`config.mk`:
```
export PLATFORM = sky130hd
export DESIGN_NAME = time_set_ctrl_flat
export DESIGN_NICKNAME = d
export VERILOG_FILES = /design/src/rtl/tsc_pkg.sv /design/src/rtl/time_set_ctrl_if.sv /design/src/rtl/time_set_ctrl_bcd_inc.sv /design/src/rtl/time_set_ctrl.sv /design/src/flat_wrapper.sv
export SDC_FILE = /design/constraint.sdc
export NUM_CORES = 1
export LEC_CHECK = 0
export BUFFER_PORTS_ARGS = -buffer_cell sky130_fd_sc_hd__buf_2
export CAP_MARGIN = 30
export CORE_AREA = 3 3 82 84
export DETAILED_ROUTE_END_ITERATION = 10
export DIE_AREA = 0 0 85 87
export GPL_ROUTABILITY_DRIVEN = 1
export PLACE_DENSITY = 0.7
export SETUP_SLACK_MARGIN = 0.02
export SLEW_MARGIN = 20
export SYNTH_ARGS = -nofsm -noshare
export SYNTH_HDL_FRONTEND = slang
export SYNTH_HIERARCHICAL = 1
export SYNTH_SLANG_ARGS = --single-unit
```
`constraint.sdc`:
```
create_clock -name clk_1s -period 5.9 [get_ports clk_1s]
set_input_delay 0.59 -clock clk_1s [delete_from_list [all_inputs] [get_ports clk_1s]]
set_output_delay 0.59 -clock clk_1s [all_outputs]
set_load 0.005 [all_outputs]
```
`src/rtl/tsc_pkg.sv`:
```
// Shared constants for the alarm-clock time setter: FSM state codes, display
// mode codes, BCD limits, button bit positions and default timing parameters.
package tsc_pkg;

    // FSM state encoding (kept as plain constants for legacy tooling)
    localparam logic [2:0] ST_IDLE       = 3'd0;
    localparam logic [2:0] ST_EDIT_TIME  = 3'd1;
    localparam logic [2:0] ST_EDIT_ALARM = 3'd2;
    localparam logic [2:0] ST_COMMIT_T   = 3'd3;
    localparam logic [2:0] ST_COMMIT_A   = 3'd4;

    // Display hint codes driven on the mode output
    localparam logic [1:0] MODE_IDLE       = 2'd0;
    localparam logic [1:0] MODE_EDIT_TIME  = 2'd1;
    localparam logic [1:0] MODE_EDIT_ALARM = 2'd2;

    // Largest legal value of each edited field
    localparam int HOUR_MAX = 23;
    localparam int MIN_MAX  = 59;

    // Bit positions inside the packed button vector
    localparam int B_MODE = 5;
    localparam int B_HOUR = 4;
    localparam int B_MIN  = 3;
    localparam int B_SET  = 2;
    localparam int B_AL   = 1;
    localparam int B_STOP = 0;

    // Default timing, all counted in clk_1s cycles
    localparam int HOLD_SECS_DEF     = 2;
    localparam int TIMEOUT_SECS_DEF  = 10;
    localparam int RING_MAX_SECS_DEF = 60;

    // Display mode for a given state; a commit cycle still shows the field being committed
    function automatic logic [1:0] mode_code(input logic [2:0] st);
        logic [1:0] code;
        case (st)
            ST_EDIT_TIME,  ST_COMMIT_T: code = MODE_EDIT_TIME;
            ST_EDIT_ALARM, ST_COMMIT_A: code = MODE_EDIT_ALARM;
            default:                    code = MODE_IDLE;
        endcase
        return code;
    endfunction

endpackage

```
`src/rtl/time_set_ctrl_if.sv`:
```
// Bundle between the button/clock side (master) and the time setter (slave):
// debounced buttons, the clock's current time and alarm, and the load-side outputs.
interface time_set_ctrl_if;

    logic       btn_mode;
    logic       btn_hour;
    logic       btn_min;
    logic       btn_set;
    logic       btn_al;
    logic       btn_stop;
    logic       alarm;
    logic [1:0] cur_h1;
    logic [3:0] cur_h0;
    logic [3:0] cur_m1;
    logic [3:0] cur_m0;

    logic [1:0] H_in1;
    logic [3:0] H_in0;
    logic [3:0] M_in1;
    logic [3:0] M_in0;
    logic       LD_time;
    logic       LD_alarm;
    logic       AL_ON;
    logic       STOP_al;
    logic [1:0] mode;

    modport master (
        output btn_mode, btn_hour, btn_min, btn_set, btn_al, btn_stop,
        output alarm, cur_h1, cur_h0, cur_m1, cur_m0,
        input  H_in1, H_in0, M_in1, M_in0,
        input  LD_time, LD_alarm, AL_ON, STOP_al, mode
    );

    modport slave (
        input  btn_mode, btn_hour, btn_min, btn_set, btn_al, btn_stop,
        input  alarm, cur_h1, cur_h0, cur_m1, cur_m0,
        output H_in1, H_in0, M_in1, M_in0,
        output LD_time, LD_alarm, AL_ON, STOP_al, mode
    );

endinterface

```
`src/rtl/time_set_ctrl_bcd_inc.sv`:
```
// Registered two-digit BCD field with load and wrap-around increment.
// TW is the width of the tens digit; MAX is the largest legal value (e.g. 23 or 59).
// Load has priority over increment; the field wraps from MAX back to zero.
module bcd_inc #(
    parameter int TW  = 2,
    parameter int MAX = 23
) (
    input  logic          clk,
    input  logic          reset,
    input  logic          load,
    input  logic [TW+3:0] load_val,
    input  logic          inc,
    output logic [TW+3:0] value
);

    localparam logic [TW-1:0] MAX_TENS = TW'(MAX / 10);
    localparam logic [3:0]    MAX_ONES = 4'(MAX % 10);

    logic [TW-1:0] tens_s;
    logic [3:0]    ones_s;

    assign tens_s = value[TW+3:4];
    assign ones_s = value[3:0];

    // Field register: load, or step to the next legal BCD value with wrap
    always_ff @(posedge clk or posedge reset) begin
        if (reset) begin
            value <= {(TW+4){1'b0}};
        end else if (load) begin
            value <= load_val;
        end else if (inc) begin
            if ((tens_s == MAX_TENS) && (ones_s == MAX_ONES)) begin
                value <= {(TW+4){1'b0}};
            end else if (ones_s == 4'd9) begin
                value <= {tens_s + TW'(1), 4'd0};
            end else begin
                value <= {tens_s, ones_s + 4'd1};
            end
        end else begin
            value <= value;
        end
    end

endmodule

```
`src/rtl/time_set_ctrl.sv`:
```
// Alarm clock time setter. Turns debounced buttons into edited BCD hour/minute
// values plus one-cycle load strobes, the alarm-enable level and stop pulses.
// Everything runs on the 1 Hz tick clock shared with the alarm clock.
module time_set_ctrl
    import tsc_pkg::*;
#(
    parameter int HOLD_SECS     = HOLD_SECS_DEF,
    parameter int TIMEOUT_SECS  = TIMEOUT_SECS_DEF,
    parameter int RING_MAX_SECS = RING_MAX_SECS_DEF
) (
    input  logic          clk_1s,
    input  logic          reset,
    time_set_ctrl_if.slave bus
);

    localparam int HW = $clog2(HOLD_SECS + 1);
    localparam int IW = $clog2(TIMEOUT_SECS + 1);
    localparam int RW = $clog2(RING_MAX_SECS + 1);

    localparam logic [HW-1:0] HOLD_TOP  = HW'(HOLD_SECS);
    localparam logic [IW-1:0] IDLE_LAST = IW'(TIMEOUT_SECS - 1);
    localparam logic [RW-1:0] RING_TOP  = RW'(RING_MAX_SECS);
    localparam logic [RW-1:0] RING_LAST = RW'(RING_MAX_SECS - 1);

    logic [5:0]    btn_s;
    logic [5:0]    btn_q_r;
    logic [5:0]    press_s;
    logic [HW-1:0] hold_h_r;
    logic [HW-1:0] hold_m_r;
    logic          rep_h_s;
    logic          rep_m_s;
    logic          activity_s;
    logic [IW-1:0] idle_cnt_r;
    logic          timeout_s;
    logic [RW-1:0] ring_cnt_r;
    logic          ring_last_s;

    logic [2:0]    state_r;
    logic [2:0]    next_state_s;
    logic          load_s;
    logic          use_shadow_s;
    logic          edit_hold_s;
    logic          inc_h_s;
    logic          inc_m_s;

    logic [5:0]    hour_val_s;
    logic [7:0]    min_val_s;
    logic [5:0]    hour_ld_s;
    logic [7:0]    min_ld_s;
    logic [5:0]    shadow_h_r;
    logic [7:0]    shadow_m_r;

    logic          ld_time_r;
    logic          ld_alarm_r;
    logic          al_on_r;
    logic          stop_r;
    logic [1:0]    mode_r;

    assign btn_s = {bus.btn_mode, bus.btn_hour, bus.btn_min,
                    bus.btn_set,  bus.btn_al,   bus.btn_stop};

    // A press is a rising level seen at this tick
    assign press_s     = btn_s & ~btn_q_r;
    // Auto-repeat once a button has already been seen high for HOLD_SECS ticks
    assign rep_h_s     = btn_s[B_HOUR] & (hold_h_r == HOLD_TOP);
    assign rep_m_s     = btn_s[B_MIN]  & (hold_m_r == HOLD_TOP);
    assign activity_s  = (|press_s) | rep_h_s | rep_m_s;
    assign timeout_s   = ~activity_s & (idle_cnt_r == IDLE_LAST);
    assign ring_last_s = (ring_cnt_r == RING_LAST);

    // Previous button levels for press detection
    always_ff @(posedge clk_1s or posedge reset) begin
        if (reset) begin
            btn_q_r <= 6'd0;
        end else begin
            btn_q_r <= btn_s;
        end
    end

    // Per-button hold counters, saturating at the repeat threshold
    always_ff @(posedge clk_1s or posedge reset) begin
        if (reset) begin
            hold_h_r <= {HW{1'b0}};
            hold_m_r <= {HW{1'b0}};
        end else begin
            if (!btn_s[B_HOUR]) begin
                hold_h_r <= {HW{1'b0}};
            end else if (hold_h_r != HOLD_TOP) begin
                hold_h_r <= hold_h_r + HW'(1);
            end else begin
                hold_h_r <= hold_h_r;
            end
            if (!btn_s[B_MIN]) begin
                hold_m_r <= {HW{1'b0}};
            end else if (hold_m_r != HOLD_TOP) begin
                hold_m_r <= hold_m_r + HW'(1);
            end else begin
                hold_m_r <= hold_m_r;
            end
        end
    end

    // Next-state logic; set beats mode, and edits only move while staying in an edit state
    always_comb begin
        next_state_s = state_r;
        load_s       = 1'b0;
        use_shadow_s = 1'b0;
        edit_hold_s  = 1'b0;
        case (state_r)
            ST_IDLE: begin
                if (press_s[B_MODE]) begin
                    next_state_s = ST_EDIT_TIME;
                    load_s       = 1'b1;
                end else begin
                    next_state_s = ST_IDLE;
                end
            end
            ST_EDIT_TIME: begin
                if (press_s[B_SET]) begin
                    next_state_s = ST_COMMIT_T;
                end else if (press_s[B_MODE]) begin
                    next_state_s = ST_EDIT_ALARM;
                    load_s       = 1'b1;
                    use_shadow_s = 1'b1;
                end else if (timeout_s) begin
                    next_state_s = ST_IDLE;
                end else begin
                    edit_hold_s  = 1'b1;
                end
            end
            ST_EDIT_ALARM: begin
                if (press_s[B_SET]) begin
                    next_state_s = ST_COMMIT_A;
                end else if (press_s[B_MODE]) begin
                    next_state_s = ST_IDLE;
                end else if (timeout_s) begin
                    next_state_s = ST_IDLE;
                end else begin
                    edit_hold_s  = 1'b1;
                end
            end
            ST_COMMIT_T, ST_COMMIT_A: begin
                next_state_s = ST_IDLE;
            end
            default: begin
                next_state_s = ST_IDLE;
            end
        endcase
    end

    assign inc_h_s   = edit_hold_s & (press_s[B_HOUR] | rep_h_s);
    assign inc_m_s   = edit_hold_s & (press_s[B_MIN]  | rep_m_s);
    assign hour_ld_s = use_shadow_s ? shadow_h_r : {bus.cur_h1, bus.cur_h0};
    assign min_ld_s  = use_shadow_s ? shadow_m_r : {bus.cur_m1, bus.cur_m0};

    // FSM state register
    always_ff @(posedge clk_1s or posedge reset) begin
        if (reset) begin
            state_r <= ST_IDLE;
        end else begin
            state_r <= next_state_s;
        end
    end

    // Idle counter: runs only while sitting in an edit state with no activity
    always_ff @(posedge clk_1s or posedge reset) begin
        if (reset) begin
            idle_cnt_r <= {IW{1'b0}};
        end else if (edit_hold_s && !activity_s) begin
            idle_cnt_r <= idle_cnt_r + IW'(1);
        end else begin
            idle_cnt_r <= {IW{1'b0}};
        end
    end

    // Ring counter: consecutive alarm-high ticks, saturating so auto-stop fires once
    always_ff @(posedge clk_1s or posedge reset) begin
        if (reset) begin
            ring_cnt_r <= {RW{1'b0}};
        end else if (!bus.alarm) begin
            ring_cnt_r <= {RW{1'b0}};
        end else if (ring_cnt_r != RING_TOP) begin
            ring_cnt_r <= ring_cnt_r + RW'(1);
        end else begin
            ring_cnt_r <= ring_cnt_r;
        end
    end

    // Alarm shadow: captures the edited value on an alarm commit
    always_ff @(posedge clk_1s or posedge reset) begin
        if (reset) begin
            shadow_h_r <= 6'd0;
            shadow_m_r <= 8'd0;
        end else if (next_state_s == ST_COMMIT_A) begin
            shadow_h_r <= hour_val_s;
            shadow_m_r <= min_val_s;
        end else begin
            shadow_h_r <= shadow_h_r;
            shadow_m_r <= shadow_m_r;
        end
    end

    // Strobes, alarm enable and display mode, all registered
    always_ff @(posedge clk_1s or posedge reset) begin
        if (reset) begin
            ld_time_r  <= 1'b0;
            ld_alarm_r <= 1'b0;
            al_on_r    <= 1'b0;
            stop_r     <= 1'b0;
            mode_r     <= MODE_IDLE;
        end else begin
            ld_time_r  <= (next_state_s == ST_COMMIT_T);
            ld_alarm_r <= (next_state_s == ST_COMMIT_A);
            al_on_r    <= al_on_r ^ press_s[B_AL];
            stop_r     <= bus.alarm & (press_s[B_STOP] | ring_last_s);
            mode_r     <= mode_code(next_state_s);
        end
    end

    bcd_inc #(.TW(2), .MAX(HOUR_MAX)) u_hour (
        .clk      (clk_1s),
        .reset    (reset),
        .load     (load_s),
        .load_val (hour_ld_s),
        .inc      (inc_h_s),
        .value    (hour_val_s)
    );

    bcd_inc #(.TW(4), .MAX(MIN_MAX)) u_min (
        .clk      (clk_1s),
        .reset    (reset),
        .load     (load_s),
        .load_val (min_ld_s),
        .inc      (inc_m_s),
        .value    (min_val_s)
    );

    assign bus.H_in1    = hour_val_s[5:4];
    assign bus.H_in0    = hour_val_s[3:0];
    assign bus.M_in1    = min_val_s[7:4];
    assign bus.M_in0    = min_val_s[3:0];
    assign bus.LD_time  = ld_time_r;
    assign bus.LD_alarm = ld_alarm_r;
    assign bus.AL_ON    = al_on_r;
    assign bus.STOP_al  = stop_r;
    assign bus.mode     = mode_r;

endmodule

```
`src/flat_wrapper.sv`:
```
// flat-port wrapper written by rule: the top's interface ports become plain ports
module time_set_ctrl_flat import tsc_pkg::*;
#(
    parameter int HOLD_SECS     = HOLD_SECS_DEF,
    parameter int TIMEOUT_SECS  = TIMEOUT_SECS_DEF,
    parameter int RING_MAX_SECS = RING_MAX_SECS_DEF
)
  (clk_1s, reset, bus_btn_mode, bus_btn_hour, bus_btn_min, bus_btn_set, bus_btn_al, bus_btn_stop, bus_alarm, bus_cur_h1, bus_cur_h0, bus_cur_m1, bus_cur_m0, bus_H_in1, bus_H_in0, bus_M_in1, bus_M_in0, bus_LD_time, bus_LD_alarm, bus_AL_ON, bus_STOP_al, bus_mode);
  time_set_ctrl_if bus_i ();
  input  logic clk_1s;
  input  logic reset;
  input wire logic [$bits(bus_i.btn_mode)-1:0] bus_btn_mode;
  input wire logic [$bits(bus_i.btn_hour)-1:0] bus_btn_hour;
  input wire logic [$bits(bus_i.btn_min)-1:0] bus_btn_min;
  input wire logic [$bits(bus_i.btn_set)-1:0] bus_btn_set;
  input wire logic [$bits(bus_i.btn_al)-1:0] bus_btn_al;
  input wire logic [$bits(bus_i.btn_stop)-1:0] bus_btn_stop;
  input wire logic [$bits(bus_i.alarm)-1:0] bus_alarm;
  input wire logic [$bits(bus_i.cur_h1)-1:0] bus_cur_h1;
  input wire logic [$bits(bus_i.cur_h0)-1:0] bus_cur_h0;
  input wire logic [$bits(bus_i.cur_m1)-1:0] bus_cur_m1;
  input wire logic [$bits(bus_i.cur_m0)-1:0] bus_cur_m0;
  output wire logic [$bits(bus_i.H_in1)-1:0] bus_H_in1;
  output wire logic [$bits(bus_i.H_in0)-1:0] bus_H_in0;
  output wire logic [$bits(bus_i.M_in1)-1:0] bus_M_in1;
  output wire logic [$bits(bus_i.M_in0)-1:0] bus_M_in0;
  output wire logic [$bits(bus_i.LD_time)-1:0] bus_LD_time;
  output wire logic [$bits(bus_i.LD_alarm)-1:0] bus_LD_alarm;
  output wire logic [$bits(bus_i.AL_ON)-1:0] bus_AL_ON;
  output wire logic [$bits(bus_i.STOP_al)-1:0] bus_STOP_al;
  output wire logic [$bits(bus_i.mode)-1:0] bus_mode;
  assign bus_i.btn_mode = bus_btn_mode;
  assign bus_i.btn_hour = bus_btn_hour;
  assign bus_i.btn_min = bus_btn_min;
  assign bus_i.btn_set = bus_btn_set;
  assign bus_i.btn_al = bus_btn_al;
  assign bus_i.btn_stop = bus_btn_stop;
  assign bus_i.alarm = bus_alarm;
  assign bus_i.cur_h1 = bus_cur_h1;
  assign bus_i.cur_h0 = bus_cur_h0;
  assign bus_i.cur_m1 = bus_cur_m1;
  assign bus_i.cur_m0 = bus_cur_m0;
  assign bus_H_in1 = bus_i.H_in1;
  assign bus_H_in0 = bus_i.H_in0;
  assign bus_M_in1 = bus_i.M_in1;
  assign bus_M_in0 = bus_i.M_in0;
  assign bus_LD_time = bus_i.LD_time;
  assign bus_LD_alarm = bus_i.LD_alarm;
  assign bus_AL_ON = bus_i.AL_ON;
  assign bus_STOP_al = bus_i.STOP_al;
  assign bus_mode = bus_i.mode;
  time_set_ctrl #(.HOLD_SECS(HOLD_SECS), .TIMEOUT_SECS(TIMEOUT_SECS), .RING_MAX_SECS(RING_MAX_SECS)) u_core (.clk_1s(clk_1s), .reset(reset), .bus(bus_i));
endmodule
```
Word level (Yosys, flattened, before mapping)
Cells that the tools add are included.

Register bits: 57. Output and inout port bits: 20.

$add $sub $neg: 8. Equality and inequality tests: 21. Multiplexer cells: 33. Bitwise logic cells: 15. Reductions and logical operators: 15.

Operators with widths (count): 2-to-1 mux 6 bit (7); 2-to-1 mux 8 bit (5); adder 4 x 1 -> 4 bit, second input constant (4); 2-to-1 mux 3 bit (5); equality test 4 bit, second input constant (3); equality test 3 x 2 -> 1 bit, second input constant (3); one-hot mux 3 bit (3 select lines) (1); 2-to-1 mux 1 bit (8); 2-to-1 mux 2 bit (4); adder 2 x 1 -> 2 bit, second input constant (3); adder 6 x 1 -> 6 bit, second input constant (1); AND 1 bit (6); AND 6 bit (1); equality test 2 bit, second input constant (3); equality test 3 x 1 -> 1 bit, second input constant (2); equality test 6 bit, second input constant (1); inequality test 2 x 1 -> 1 bit, second input constant (3); inequality test 6 bit, second input constant (1); NOT 6 bit (1); nonzero test 3 bit (2); OR reduction 2 bit (3); OR reduction 6 bit (1); OR 1 bit (5); equality test 4 x 2 -> 1 bit, second input constant (1); 13 further kinds (18).

Logic depth before layout (Yosys ltp)
Word-level depth: 14. Mapped depth: 9. Gate-level depth less buffers: 7.

Modules after synthesis
The synthesis kept the hierarchy.

Modules (own cells, without submodules): time_set_ctrl (times used 1, cells each 165, area each 1993.2 um^2, seq. area each 1076.0 um^2); bcd_inc (u_core.u_min) (times used 1, cells each 61, area each 585.6 um^2, seq. area each 200.2 um^2); bcd_inc (u_core.u_hour) (times used 1, cells each 51, area each 441.7 um^2, seq. area each 150.1 um^2).

Worst setup path before layout
No wires, ideal clock.

Path type: input to register. Start point: input port bus_btn_set. End point: register u_core.u_min.value[6]. Data arrival time: 2.167 ns. Required time: 5.774 ns. Path slack: 3.607 ns. Cell stages on the path: 6. Path through: nor2b_1 > nor4_4 > buf_2 > mux2_2 > a32o_1 > a221o_1.

RTL lines: from (decl) (RTL line flat_wrapper.sv:15) `input wire logic [$bits(bus_i.btn_set)-1:0] bus_btn_set;`; AND 6 bit (RTL line time_set_ctrl.sv:63) `assign press_s = btn_s & ~btn_q_r;`; 2-to-1 mux 1 bit (RTL line time_set_ctrl.sv:119) `if (press_s[B_SET]) begin`; 2-to-1 mux 1 bit (RTL line time_set_ctrl.sv:109) `case (state_r)`; 2-to-1 mux 8 bit (RTL line time_set_ctrl.sv:154) `assign min_ld_s = use_shadow_s ? shadow_m_r : {bus.cur_m1, bus.cur_m0};`; named net u_core.min_ld_s[6] (RTL line time_set_ctrl.sv:49) `logic [7:0] min_ld_s;`; 2-to-1 mux 8 bit (RTL line time_set_ctrl_bcd_inc.sv:29) `end else if (load) begin`; to (signal assigned) (RTL line time_set_ctrl_bcd_inc.sv:28) `value <= {(TW+4){1'b0}};`; to (signal assigned) (RTL line time_set_ctrl_bcd_inc.sv:30) `value <= load_val;`; to (signal assigned) (RTL line time_set_ctrl_bcd_inc.sv:33) `value <= {(TW+4){1'b0}};`; to (decl) (RTL line time_set_ctrl_bcd_inc.sv:13) `output logic [TW+3:0] value`.

The timed path passes the listed nets, and every way through them passes these cells. A chain may end at the register's enable or synchronous reset.

Final worst setup path
Start point: register u_core.state_r[0]. End point: register u_core.u_hour.value[5].

Longest elaborated chain between the ends: 6.

RTL lines: from (decl) (RTL line time_set_ctrl.sv:38) `logic [2:0] state_r;`; from (signal assigned) (RTL line time_set_ctrl.sv:161) `state_r <= next_state_s;`; equality test 3 x 1 -> 1 bit or equality test 3 x 2 -> 1 bit (tied branches) (RTL line time_set_ctrl.sv:109); OR reduction 2 bit (no source line) (*); 2-to-1 mux 1 bit (*); AND 1 bit (*) (RTL line time_set_ctrl.sv:151) `assign inc_h_s = edit_hold_s & (press_s[B_HOUR] | rep_h_s);`; named net u_core.inc_h_s (RTL line time_set_ctrl.sv:43) `logic inc_h_s;`; nonzero test 2 bit (no source line) (*); AND reduction 2 bit (no source line) (*); to (signal assigned) (RTL line time_set_ctrl_bcd_inc.sv:35) `value <= {tens_s + TW'(1), 4'd0};`; to (signal assigned) (RTL line time_set_ctrl_bcd_inc.sv:37) `value <= {tens_s, ones_s + 4'd1};`; to (signal assigned) (RTL line time_set_ctrl_bcd_inc.sv:40) `value <= value;`; to (decl) (RTL line time_set_ctrl_bcd_inc.sv:13).

The timed path passes the listed nets; every way through them passes the cells marked *.

==> summary.md <==
| Metric | Value |
|---|---|
| Largest net degree at the start of global routing | 36 |
| Total wire length | between 6 and 7 mm |
| Clock skew | ~5.8 ps |
| Setup crit start kind | register |
| RSZ-0062 raised after global routing | false |
| Root buffer cell | clkbuf_8 |
| Initial antenna violation count | 0 |
| Wire per inst | about 15 um |
| Postcts setup bufs | 0 |
| Seq cells post-synth | between 50 and 60 |
| Final Net Count | 361 |
| Port Buffer Count | 42 |
| Area delta synth->final | 15.5% |
| Register area | approximately 1400 um2 |
| Final Core Density | about three fifths |
| Filler Cells Inserted | 532 |
| CP Class | reg -> reg |
| Routability cong. | around 0.8 |
| Antenna diode count | 0 |
| IO Pins | 43 |
| Post-route ant nets | 0 |
| Most frequent cells in the layout | 57 x dfrtp_1, 42 x buf_2, 28 x mux2_2 |
| Number of distinct library cells after synthesis | 48 |
| Max-slew violation count | 0 |
| CP Data Required Time | ~6100 ps |
| Setup crit end kind | register |
| Share of cells above drive strength 1 | between 30 and 40% |
| Worst hold slack | between 150 and 200 ps |
| Final min period | roughly 2600 ps |
| TritonCTS clock tree | done |
| # DRC | 0 |
| CP arrival | about 2800 ps |
| Outcome | finished clean |
| Total CTS buffers | 9 |
| Syn avg cell area | approximately 11 um2 |
| Post-Syn Area | roughly 3000 um2 |
| Post-DP HPWL | around 4.2 mm |
| GRT Residual Overflow | 0 |
| Post-synth EDFFs | 0 |
| Clk slew on worst S/H paths | ~60 ps |
| Max_cap viols | 0 |
| Die width | around 85 um |
| Post-Syn Nets | 313 |
| Post-CTS resize count | 0 |
| Initial DRT Pass Iterations | 4 |
| Fin Setup TNS | 0 ps |
| Clk sink count | 57 |
| Post-synthesis sequential area ratio | a little under half |
| Initial drt markers | 118 |
| Peak supply drop | 229 uV |
| Final period utilization | 44.5% |
| First-pass GRT wire length | 10.3 mm |
| Synth warnings | 6 |
| Ys async rst share | between 90% and 100% |
| Reg2reg setup slack | between 3000 and 4000 ps |
| Clk Latency, worst-skew pair | around 330 ps |
| Cts hold-fix bufs | 0 |
| Relative slew slack | a little over half |
| Mapped Cells | 277 |
| Reg2reg end | u_core/u_hour/value[5]$_DFFE_PP0P_ |
| Number of H-tree levels | 3 |
| Placed insts | just under 400 |
| Setup-failing EPs final | 0 |
| Overall Global Routing Usage | between 10% and 20% |
| Actual slew at the worst max-slew pin | between 600 and 700 ps |
| Std-Cell Rows | 28 |
| Vias in the first global route | ~2100 |
| Post-layout power | 0.00140 W |
| Total core area | approximately 6000 um2 |
| Die height | just under 90 um |
| Post-synth top flop | dfrtp_1 |
| R2R Path Start | u_core/state_r[0]$_DFF_PP0_ |
| Initial Util | 50.4% |
| Power Density | around 400 nW/um2 |
| Clk buf depth | 2 |
| Die footprint | ~7400 um2 |
| Maximum clock frequency | 0.381 GHz |
| Via Count | ~2200 |
| Final non-filler cell total | approximately 400 |
| Worst R2R Path Depth | 6 |
| Multi-input combinational cell area | 1510 um2 |
| Worst Hold Class | in -> async |
| Leak | approximately 1.6 nW |
| Most common library cell in the layout ignoring fill and taps | dfrtp_1 |
| Routed vias/inst | 5.45 |
| Critical-path maximum fanout | 11 |
| Final hold vios | 0 |
-- cell usage after synthesis, types with 2 or more instances --
| cell type | instances | area share, % |
|---|---|---|
| a21boi_0 | 7 | 1.7 |
| a21oi_1 | 13 | 2.2 |
| a31oi_1 | 5 | 1.0 |
| and3_1 | 3 | 0.62 |
| and3b_2 | 2 | 0.66 |
| and4b_1 | 3 | 0.99 |
| buf_2 | 4 | 0.66 |
| buf_4 | 2 | 0.50 |
| clkbuf_1 | 3 | 0.37 |
| dfrtp_1 | 57 | 47 |
| ha_1 | 13 | 5.4 |
| inv_1 | 15 | 1.9 |
| mux2_1 | 3 | 1.1 |
| mux2_2 | 28 | 10 |
| nand2_1 | 15 | 1.9 |
| nand2b_1 | 7 | 1.4 |
| nand3_1 | 5 | 0.83 |
| nand3b_1 | 4 | 0.99 |
| nor2_1 | 18 | 2.2 |
| nor2b_1 | 11 | 2.3 |
| nor3_1 | 6 | 0.99 |
| nor3b_1 | 4 | 0.99 |
| o21ai_0 | 13 | 2.2 |
| o21ai_1 | 2 | 0.33 |
| o22ai_1 | 2 | 0.41 |
| o41ai_1 | 4 | 1.2 |
| xnor2_1 | 3 | 0.87 |
| xor2_1 | 5 | 1.4 |
-- area by class of cell --
type | instances | area share (%)
clock inverters | 4 | 0.574
repair buffers | 46 | 7.00
inverters | 15 | 1.61
clock buffers | 11 | 4.05
multi-input cells | 196 | 43.2
well taps | 75 | 2.69
flip-flops and latches | 57 | 40.9
-- kinds of logic (layout without fill, tap and decap cells) --
| kind of cell | after synthesis | after routing | synth area share [%] |
|---|---|---|---|
| compound gates | 55 | 55 | 12.1 |
| xor+xnor | 8 | 8 | 2.32 |
| mux | 32 | 32 | 11.9 |
| flops | 57 | 57 | 47.2 |
| simple gates | 88 | 88 | 17.7 |
| fa+ha+maj | 13 | 13 | 5.39 |
| buf+inv | 24 | 76 | 3.40 |
-- registers in the layout (all words and copies together) (netlist names) --
name                 count
u_core/idle_cnt_r        4
u_core/btn_q_r           6
u_core/shadow_h_r        6
u_core/shadow_m_r        8
u_core/hold_m_r          2
u_core/hold_h_r          2
u_core/bus.mode          2
u_core/bus.LD_alarm      1
u_core/u_hour/value      6
u_core/u_min/value       8
u_core/bus.STOP_al       1
u_core/bus.AL_ON         1
u_core/ring_cnt_r        6
u_core/bus.LD_time       1
u_core/state_r           3
-- layer usage --
layer  vias to the layer above  share of wire, %  global-route usage (%)
met5                         -                 0                       0
met4                         0               2.1                    9.50
met3                        11               3.7                    3.41
met2                        50                44                    25.8
met1                      1056                50                    25.2
li1                       1085                 -                       -
-- report_power, final --
group	internal (W)	leakage [nW]	total (W)	switching, W
logic	0.000234	0.824	0.000459	0.000224
registers	0.000512	0.727	0.000635	0.000123
clock network	0.000158	0.0887	0.000307	0.000148
total	0.000904	1.64	0.00140	0.000496
-- worst max-delay path by stage --
stage	from	end	slack, ps	depth (start not counted)
after floorplan	bus_btn_set	u_core/u_min/value[6]$_DFFE_PP0P_	3610	6
after global placement	bus_btn_set	u_core/u_hour/value[5]$_DFFE_PP0P_	2970	7
after CTS	u_core/state_r[0]$_DFF_PP0_	u_core/u_hour/value[5]$_DFFE_PP0P_	2920	6
final	u_core/state_r[0]$_DFF_PP0_	u_core/u_hour/value[5]$_DFFE_PP0P_	3280	6
after global routing	u_core/state_r[0]$_DFF_PP0_	u_core/u_hour/value[5]$_DFFE_PP0P_	3140	6
after detailed placement	bus_btn_set	u_core/u_hour/value[5]$_DFFE_PP0P_	2800	7
-- stage by stage --
step	setup slack [ps]	instance area, um2
2_1_floorplan	3610	3020
3_3_place_gp	2970	3300
3_5_place_dp	2800	3320
4_1_cts	2920	3480
5_1_grt	3140	3490
6_report	3280	3490
-- worst max-delay path, stage by stage (launching register included) --
cell      delay, ps
dfrtp_1         450
nand2b_1        270
a2111o_1        470
nor3_2          540
and4b_1         350
a311oi_2         70
mux2_1          350
Power figures use the tool's default switching activity.
